`src/rtl/mul_share_ctrl.sv`:
```
// Round-robin controller sharing one shift-add multiplier among N_REQ requesters.
// Zero operands bypass the multiplier; a watchdog aborts a hung WAIT.
module mul_share_ctrl #(
  parameter int N_REQ       = 4,
  parameter int LOAD_CYCLES = 2,
  parameter int TIMEOUT     = 80
) (
  input  logic               clk,
  input  logic               rst,
  input  logic [N_REQ-1:0]   req,
  input  logic [32*N_REQ-1:0] op_a,
  input  logic [32*N_REQ-1:0] op_b,
  output logic [N_REQ-1:0]   ack,
  output logic [63:0]        result,
  output logic               result_valid,
  output logic [2:0]         grant_id,
  output logic               busy,
  output logic               err,
  output logic               mul_load,
  output logic [31:0]        mul_cand,
  output logic [31:0]        mul_er,
  input  logic               mul_done,
  input  logic [63:0]        mul_product
);

  localparam int IW = $clog2(N_REQ);
  localparam int WW = $clog2(TIMEOUT + 1);
  localparam logic [N_REQ-1:0] ONE = N_REQ'(1);

  typedef enum logic [1:0] {
    S_IDLE,
    S_LOAD,
    S_WAIT,
    S_DONE
  } state_t;

  state_t             r_state;
  logic [2:0]         r_ptr;
  logic [2:0]         r_grant;
  logic [3:0]         r_lcnt;
  logic [WW-1:0]      r_wcnt;
  logic [31:0]        r_a;
  logic [31:0]        r_b;
  logic [N_REQ-1:0]   r_ack;
  logic [63:0]        r_result;
  logic               r_rv;
  logic               r_err;
  logic               r_load;

  logic               w_any;
  logic [2:0]         w_win;
  logic [IW-1:0]      w_idx;
  logic [31:0]        w_a;
  logic [31:0]        w_b;
  logic               w_zero;

  // Search starts one past the last winner so it ranks last next time.
  always_comb begin
    w_any = 1'b0;
    w_win = '0;
    w_idx = '0;
    w_a   = '0;
    w_b   = '0;
    for (int i = 1; i <= N_REQ; i++) begin
      w_idx = IW'((int'(r_ptr) + i) % N_REQ);
      if (!w_any && req[w_idx]) begin
        w_any = 1'b1;
        w_win = 3'(w_idx);
        w_a   = op_a[{w_idx, 5'd0} +: 32];
        w_b   = op_b[{w_idx, 5'd0} +: 32];
      end
    end
  end

  assign w_zero = (w_a == '0) || (w_b == '0);

  always_ff @(posedge clk) begin
    if (rst) begin
      r_state  <= S_IDLE;
      r_ptr    <= 3'(N_REQ - 1);
      r_grant  <= '0;
      r_lcnt   <= '0;
      r_wcnt   <= '0;
      r_a      <= '0;
      r_b      <= '0;
      r_ack    <= '0;
      r_result <= '0;
      r_rv     <= 1'b0;
      r_err    <= 1'b0;
      r_load   <= 1'b0;
    end else begin
      r_ack <= '0;
      r_rv  <= 1'b0;
      unique case (r_state)
        S_IDLE: begin
          if (w_any) begin
            r_grant <= w_win;
            r_a     <= w_a;
            r_b     <= w_b;
            if (w_zero) begin
              r_result <= '0;
              r_ack    <= ONE << w_win;
              r_rv     <= 1'b1;
              r_state  <= S_DONE;
            end else begin
              r_load  <= 1'b1;
              r_lcnt  <= '0;
              r_state <= S_LOAD;
            end
          end
        end
        S_LOAD: begin
          if (r_lcnt == 4'(LOAD_CYCLES - 1)) begin
            r_load  <= 1'b0;
            r_wcnt  <= '0;
            r_state <= S_WAIT;
          end else begin
            r_lcnt <= r_lcnt + 4'd1;
          end
        end
        S_WAIT: begin
          // First WAIT cycle may still see the previous op's done.
          if (r_wcnt != '0 && mul_done) begin
            r_result <= mul_product;
            r_ack    <= ONE << r_grant;
            r_rv     <= 1'b1;
            r_state  <= S_DONE;
          end else if (r_wcnt == WW'(TIMEOUT - 1)) begin
            r_err    <= 1'b1;
            r_result <= '0;
            r_ack    <= ONE << r_grant;
            r_rv     <= 1'b1;
            r_state  <= S_DONE;
          end else begin
            r_wcnt <= r_wcnt + WW'(1);
          end
        end
        S_DONE: begin
          r_ptr   <= r_grant;
          r_state <= S_IDLE;
        end
        default: r_state <= S_IDLE;
      endcase
    end
  end

  assign ack          = r_ack;
  assign result       = r_result;
  assign result_valid = r_rv;
  assign grant_id     = r_grant;
  assign busy         = (r_state != S_IDLE);
  assign err          = r_err;
  assign mul_load     = r_load;
  assign mul_cand     = r_a;
  assign mul_er       = r_b;

endmodule
```
`config.mk`:
```
export PLATFORM = sky130hd
export DESIGN_NAME = mul_share_ctrl
export DESIGN_NICKNAME = d
export VERILOG_FILES = /design/src/rtl/mul_share_ctrl.sv
export SDC_FILE = /design/constraint.sdc
export NUM_CORES = 1
export LEC_CHECK = 0
export BUFFER_PORTS_ARGS = -buffer_cell sky130_fd_sc_hd__buf_4
export CORE_AREA = 2 2 179 181
export DETAILED_ROUTE_END_ITERATION = 6
export DIE_AREA = 0 0 181 183
export PLACE_DENSITY = 0.7
export SYNTH_ARGS = -nofsm -noshare
export SYNTH_HDL_FRONTEND = slang
export SYNTH_SLANG_ARGS = --single-unit
```
`constraint.sdc`:
```
create_clock -name clk -period 7.1 [get_ports clk]
set_input_delay 0.355 -clock clk [delete_from_list [all_inputs] [get_ports clk]]
set_output_delay 0.355 -clock clk [all_outputs]
set_load 0.1 [all_outputs]
```
# Word-level counts from Yosys, hierarchy flattened
# Cells that the tools add are included.
word_totals:
  register_bits: 153
  input_bits: 327
  output_inout_bits: 139
classes:
  n_addsub: 6
  n_lt_le_gt_ge: 4
  eq_ne: 13
  shifts: 10
  mux: 57
  bitwise_logic: 1
  reduce_logical: 23
ops:
  columns: ["operator", "count"]
  rows:
  - ["$shiftx 128x8->32", 8]
  - ["$mux 32", 8]
  - ["$mux 64", 4]
  - ["$pmux 64 s2", 1]
  - ["$logic_not 32->1", 2]
  - ["$mux 4", 7]
  - ["$mux 7", 3]
  - ["$pmux 4 s2", 2]
  - ["$reduce_and 4->1", 4]
  - ["$mux 1", 15]
  - ["$ne 2x2->1 const B", 7]
  - ["$pmux 7 s2", 1]
  - ["$lt 2x3->1 const B", 4]
  - ["$mux 2", 6]
  - ["$mux 3", 3]
  - ["$bmux 1 s2", 4]
  - ["$pmux 2 s4", 1]
  - ["$reduce_bool 2->1", 4]
  - ["$shl 1x3->4 const A", 2]
  - ["$add 7x1->7 const B", 1]
  - ["$eq 7x7->1 const B", 1]
  - ["$reduce_bool 7->1", 1]
  - ["$reduce_and 3->1", 2]
  - ["$add 2x1->2 const B", 2]
  - ["13 further kinds", 21]

# Logic depth before layout (Yosys ltp)
depth:
  word_depth: 18
  mapped_depth: 18
  ltp_nobuf: 12

# Worst setup path after synthesis
# No wires, ideal clock.
synth_timing:
  kind: "register -> register"
  startpoint: "reg r_ptr[0]"
  endpoint: "reg r_result[0] (netlist: result[0])"
  setup_time_ps: 117
  arrival_ps: 3650
  required_time_ps: 6983
  setup_slack_ps: 3332
  path_stages_with_launch: 16
  path_cell_list: "dfxtp_1 > buf_2 > buf_2 > buf_2 > buf_2 > buf_1 > mux2i_1 > o221ai_1 > a211oi_1 > nand4b_1 > nor4_1 > nand4b_1 > a21oi_4 > o21ai_2 > buf_2 > a32o_1"
synth_between:
  elab_chain_cells: 17
  elab_cells_between_ends: 44
synth_rtl:
  columns: ["element", "line_no", "rtl"]
  rows:
  - ["start, declared", "38", "logic [2:0] r_ptr;"]
  - ["start signal, assigned", "80", "r_ptr <= 3'(N_REQ - 1);"]
  - ["start signal, assigned", "139", "r_ptr <= r_grant;"]
  - ["parallel branches: the longest is 16 deep, another holds $add 2x1->2", null, null]
  - ["$reduce_and 4->1 (no line) *", null, null]
  - ["end signal, assigned", "124", "r_result <= mul_product;"]
  - ["end, declared", "45", "logic [63:0] r_result;"]
# Every way passes the cells marked *. The select of a mux whose other input is x is not followed.
# A chain may end at the register's enable or synchronous reset.

# Worst setup path after layout
layout_timing:
  startpoint: "reg r_ptr[0]"
  endpoint: "reg r_result[7] (netlist: result[7])"
# Same word-level chain as after synthesis.

==> impl_metrics.tcl <==
set metrics [dict create \
    fill_cells 2906 \
    antenna_left 0 \
    ys.flop_type "dfxtp_1" \
    finalWeightedCongestion 0.939 \
    synth_area_leaders "dfxtp_1, mux2i_1, mux4_2, a32o_1, mux2_2" \
    avgSynthCellArea_um2 8.97 \
    period_needed_ns 5.86 \
    synthesis.area_mm2 0.0126 \
    wl_per_cell_um 23.3 \
    drt_iter0_drc 1227 \
    timing.rr.start "r_ptr[0]$_SDFFE_PP1N_" \
    setup_viol 0 \
    cp.required_ns 7.45 \
    cp_slowest_cell "dfxtp_4" \
    cts_tree "built" \
    power.switching_mw 2.73 \
    row_count 65 \
    grt-ovfl-total 0 \
    yosysSeqAreaShare_pct 24.1 \
    power_frac_comb_pct 60.4 \
    cts_setup_buffers 0 \
    worstPathMaxFanout 60 \
    violations "DRC" \
    dp_hpwl_um 38700 \
    synth_seq_cells 152 \
    clkLatencyLatePin_ns 0.43 \
    reg2reg_depth 12 \
    areaGrowthSynthToFinish_pct 32.6 \
    ioPinCount 466 \
    cts.reportedPaths.clkPinSlew_ns 0.07 \
    hold_viol 0 \
    holdBufCountCts 0 \
    hold-worst-slack_ns 0.141 \
    worst_pin_slew_ns 1.06 \
    powerDensity_mw_per_mm2 312 \
    setup_tns_ns 0 \
    worst_clock_skew_ns 0.0181 \
    grt_setup_unrepaired "false" \
    ctsRootBufferMaster "clkbuf_16" \
    clockBufferDepth 2 \
    cpPeakStageDelay_ns 0.89 \
    die-height_um 183 \
    path_cells "nor3b_1 > o21ai_4 > buf_4 > o22ai_1 > a2111oi_0 > nand4_1 > nor4_1 > nand4b_1 > a21oi_4 > o2111a_2 > buf_4 > a32o_1" \
    vias_per_cell 6.34 \
    cap_violations 0 \
    syn_inst 1408 \
    wl_um 51100 \
    p_leak_nw 8.18 \
    cts_num_sinks 152 \
    io_buffers 464 \
    r2r_setup_slack_ns 1.24 \
    slew_violations 0 \
    p_clk_share_pct 17.6 \
    period_share_pct 82.6 \
    fmax_mhz 171 \
    crit_start "r_ptr[0]$_SDFFE_PP1N_" \
    vdd_ir_drop_max_uv 471 \
    status "finished with violations" \
    die_w_um 181 \
    core_area_mm2 0.0312 \
    reg2reg_to "result[7]$_SDFFE_PP0P_" \
    seqPwrFrac_pct 22.0 \
    grt_max_degree 104 \
    vias 13900 \
    firstDrtPassIters 7 \
    start_util_pct 40.5 \
    antenna_found_initial 2 \
    p_int_mw 2.49 \
    start_kind "flip-flop" \
    synth_async_sr_flop_share_pct 0 \
    endpoint "result[7]$_SDFFE_PP0P_" \
    cp-end-kind "flip-flop" \
    htree_levels 4 \
    worst_hold_path_type "input port to flip-flop" \
    ys_types 70 \
    yosysWarnings 0 \
    grt_use_total_pct 29.6 \
    cts_made_buffers 17 \
    first_global_vias 13400 \
    arrival_ns 6.21 \
    nets 2108 \
    dieArea_mm2 0.0331 \
    synth_area_leader_cell "dfxtp_1" \
    crit_type "flip-flop to flip-flop" \
    drive_gt1_share_pct 35.7 \
    max_slew_margin_pct 27.7 \
    crit_top_cell "buf_4" \
    drc_errors 4 \
    grt_pass1_wl_um 77100 \
    synth-edff-count 0 \
    yosys.area.top_type_share_pct 24.1 \
    syn_nets 1743 \
    cts_resized 0 \
    p_sw_share_pct 52.2 \
]
==> cells in the mapped netlist (5+ instances only) <==
| cell | n |
|---|---|
| mux2i_1 | 259 |
| a211oi_1 | 51 |
| a21oi_1 | 69 |
| buf_6 | 5 |
| nand3_1 | 14 |
| nand2_1 | 141 |
| a31oi_1 | 5 |
| o22ai_1 | 51 |
| nor4_1 | 10 |
| o221ai_1 | 49 |
| nand4_1 | 10 |
| ha_1 | 8 |
| inv_1 | 15 |
| buf_1 | 11 |
| dfxtp_1 | 152 |
| nor2_1 | 106 |
| nor3b_1 | 9 |
| buf_4 | 12 |
| clkbuf_1 | 48 |
| nand2b_1 | 10 |
| a2111oi_0 | 9 |
| a22oi_1 | 9 |
| o21ai_0 | 8 |
| mux2_2 | 51 |
| a32o_1 | 77 |
| a222oi_1 | 11 |
| o211ai_1 | 25 |
| mux4_2 | 36 |
| buf_2 | 64 |
| buf_8 | 6 |
| o221a_2 | 6 |
==> state kept, by name, indices dropped and copies added, names as in the netlist <==
signal        flops
r_state           2
result_valid      1
result           64
ack               4
mul_load          1
r_lcnt            4
err               1
r_ptr             2
mul_er           32
r_wcnt            7
mul_cand         32
grant_id          2
==> metrics by stage <==
step | std cells | cell area [µm²] | setup WS (ns) | power (mW) | utilization [%]
detailed placement | 2156 | 16200 | 1.39 | 4.30 | 51.7
global placement | 2156 | 16200 | 1.45 | 4.27 | 51.7
finish | 2189 | 16800 | 1.24 | 5.22 | 53.7
floorplan | 1408 | 12600 | 3.33 | 3.45 | -
CTS | 2188 | 16800 | 1.34 | 5.23 | 53.7
global route | 2188 | 16800 | 0.941 | 5.46 | 53.7
==> power by group through the flow <==
stage | combinational, mW | clock [mW] | sequential, mW
CTS | 3.14 | 0.936 | 1.15
finish | 3.15 | 0.919 | 1.15
detailed placement | 3.13 | 0 | 1.17
global route | 3.32 | 0.972 | 1.17
floorplan | 1.34 | 0 | 2.11
global placement | 3.11 | 0 | 1.16
==> kinds of logic after synthesis <==
group | Yosys count | synth area share [%]
muxes | 346 | 31.5
DFF | 152 | 24.1
and+or+nand+nor | 325 | 11.4
other | 1 | 0.0297
adders and majority gates | 8 | 0.792
xor gates and xnor gates | 6 | 0.416
buffers and inverters | 162 | 6.63
AOI/OAI and AO/OA | 408 | 25.2
==> worst min-delay path by stage <==
stage                               from                         to  slack (ns)  cells past startpoint
4_1_cts                  mul_product[50]    result[50]$_SDFFE_PP0P_        0.12                      2
3_5_place_dp    mul_cand[7]$_SDFFE_PP0P_   mul_cand[7]$_SDFFE_PP0P_        0.45                      2
2_1_floorplan     r_lcnt[1]$_SDFFE_PP0P_     r_lcnt[1]$_SDFFE_PP0P_        0.47                      2
6_report                 mul_product[50]    result[50]$_SDFFE_PP0P_        0.14                      2
3_3_place_gp   mul_cand[21]$_SDFFE_PP0P_  mul_cand[21]$_SDFFE_PP0P_        0.44                      2
5_1_grt                  mul_product[55]    result[55]$_SDFFE_PP0P_        0.12                      2
==> cells in the final DEF, fill, tap and decap left out, types with 4 or more instances in the layout <==
cell | netlist | layout
clkbuf_16 | 0 | 17
dfxtp_1 | 152 | 150
a32o_1 | 77 | 77
nand4_1 | 10 | 10
or4_1 | 4 | 4
mux4_2 | 36 | 36
a211oi_1 | 51 | 51
nand2b_1 | 10 | 9
buf_4 | 12 | 489
ha_1 | 8 | 8
nand2_1 | 141 | 140
o22ai_1 | 51 | 51
o21ai_0 | 8 | 7
nand3_1 | 14 | 14
nor4_1 | 10 | 10
o221ai_1 | 49 | 49
a222oi_1 | 11 | 11
o211ai_1 | 25 | 25
a2111oi_0 | 9 | 9
o221a_2 | 6 | 6
o21ai_4 | 0 | 5
nor3b_1 | 9 | 9
nor2_1 | 106 | 105
a22oi_1 | 9 | 9
and3b_1 | 4 | 4
clkbuf_8 | 0 | 4
a31oi_1 | 5 | 5
inv_1 | 15 | 14
mux2i_1 | 259 | 259
a21oi_1 | 69 | 69
clkinvlp_4 | 0 | 4
mux2_2 | 51 | 51
==> worst max-delay path: cells and delay by family (launching register included) <==
kind | cells | cell delay (ns)
AOI/OAI and AO/OA | 6 | 3.03
DFF | 1 | 0.89
buffers and inverters | 2 | 0.78
and+or+nand+nor | 4 | 1.04
==> final cells by class <==
cell class,count,area [µm²],share of cell area (%)
diodes,1,2.50,0.0149
flip-flops and latches,152,3050,18.2
clock buffers,22,484,2.89
multi-input cells,1094,8810,52.6
repair buffers,492,3730,22.3
inverters,16,61.3,0.366
well taps,402,503,3.00
clock inverters,10,118,0.702
==> metal layers <==
layer  vias up  share of wire [%]  global-route usage, %
li1       6281                  -                      -
met1      6678                 37                   34.6
met2       762                 49                   51.4
met3       150                8.5                   6.75
met4         2                4.8                   14.2
met5         -              0.025                      0
(Power assumes the default switching activity.)
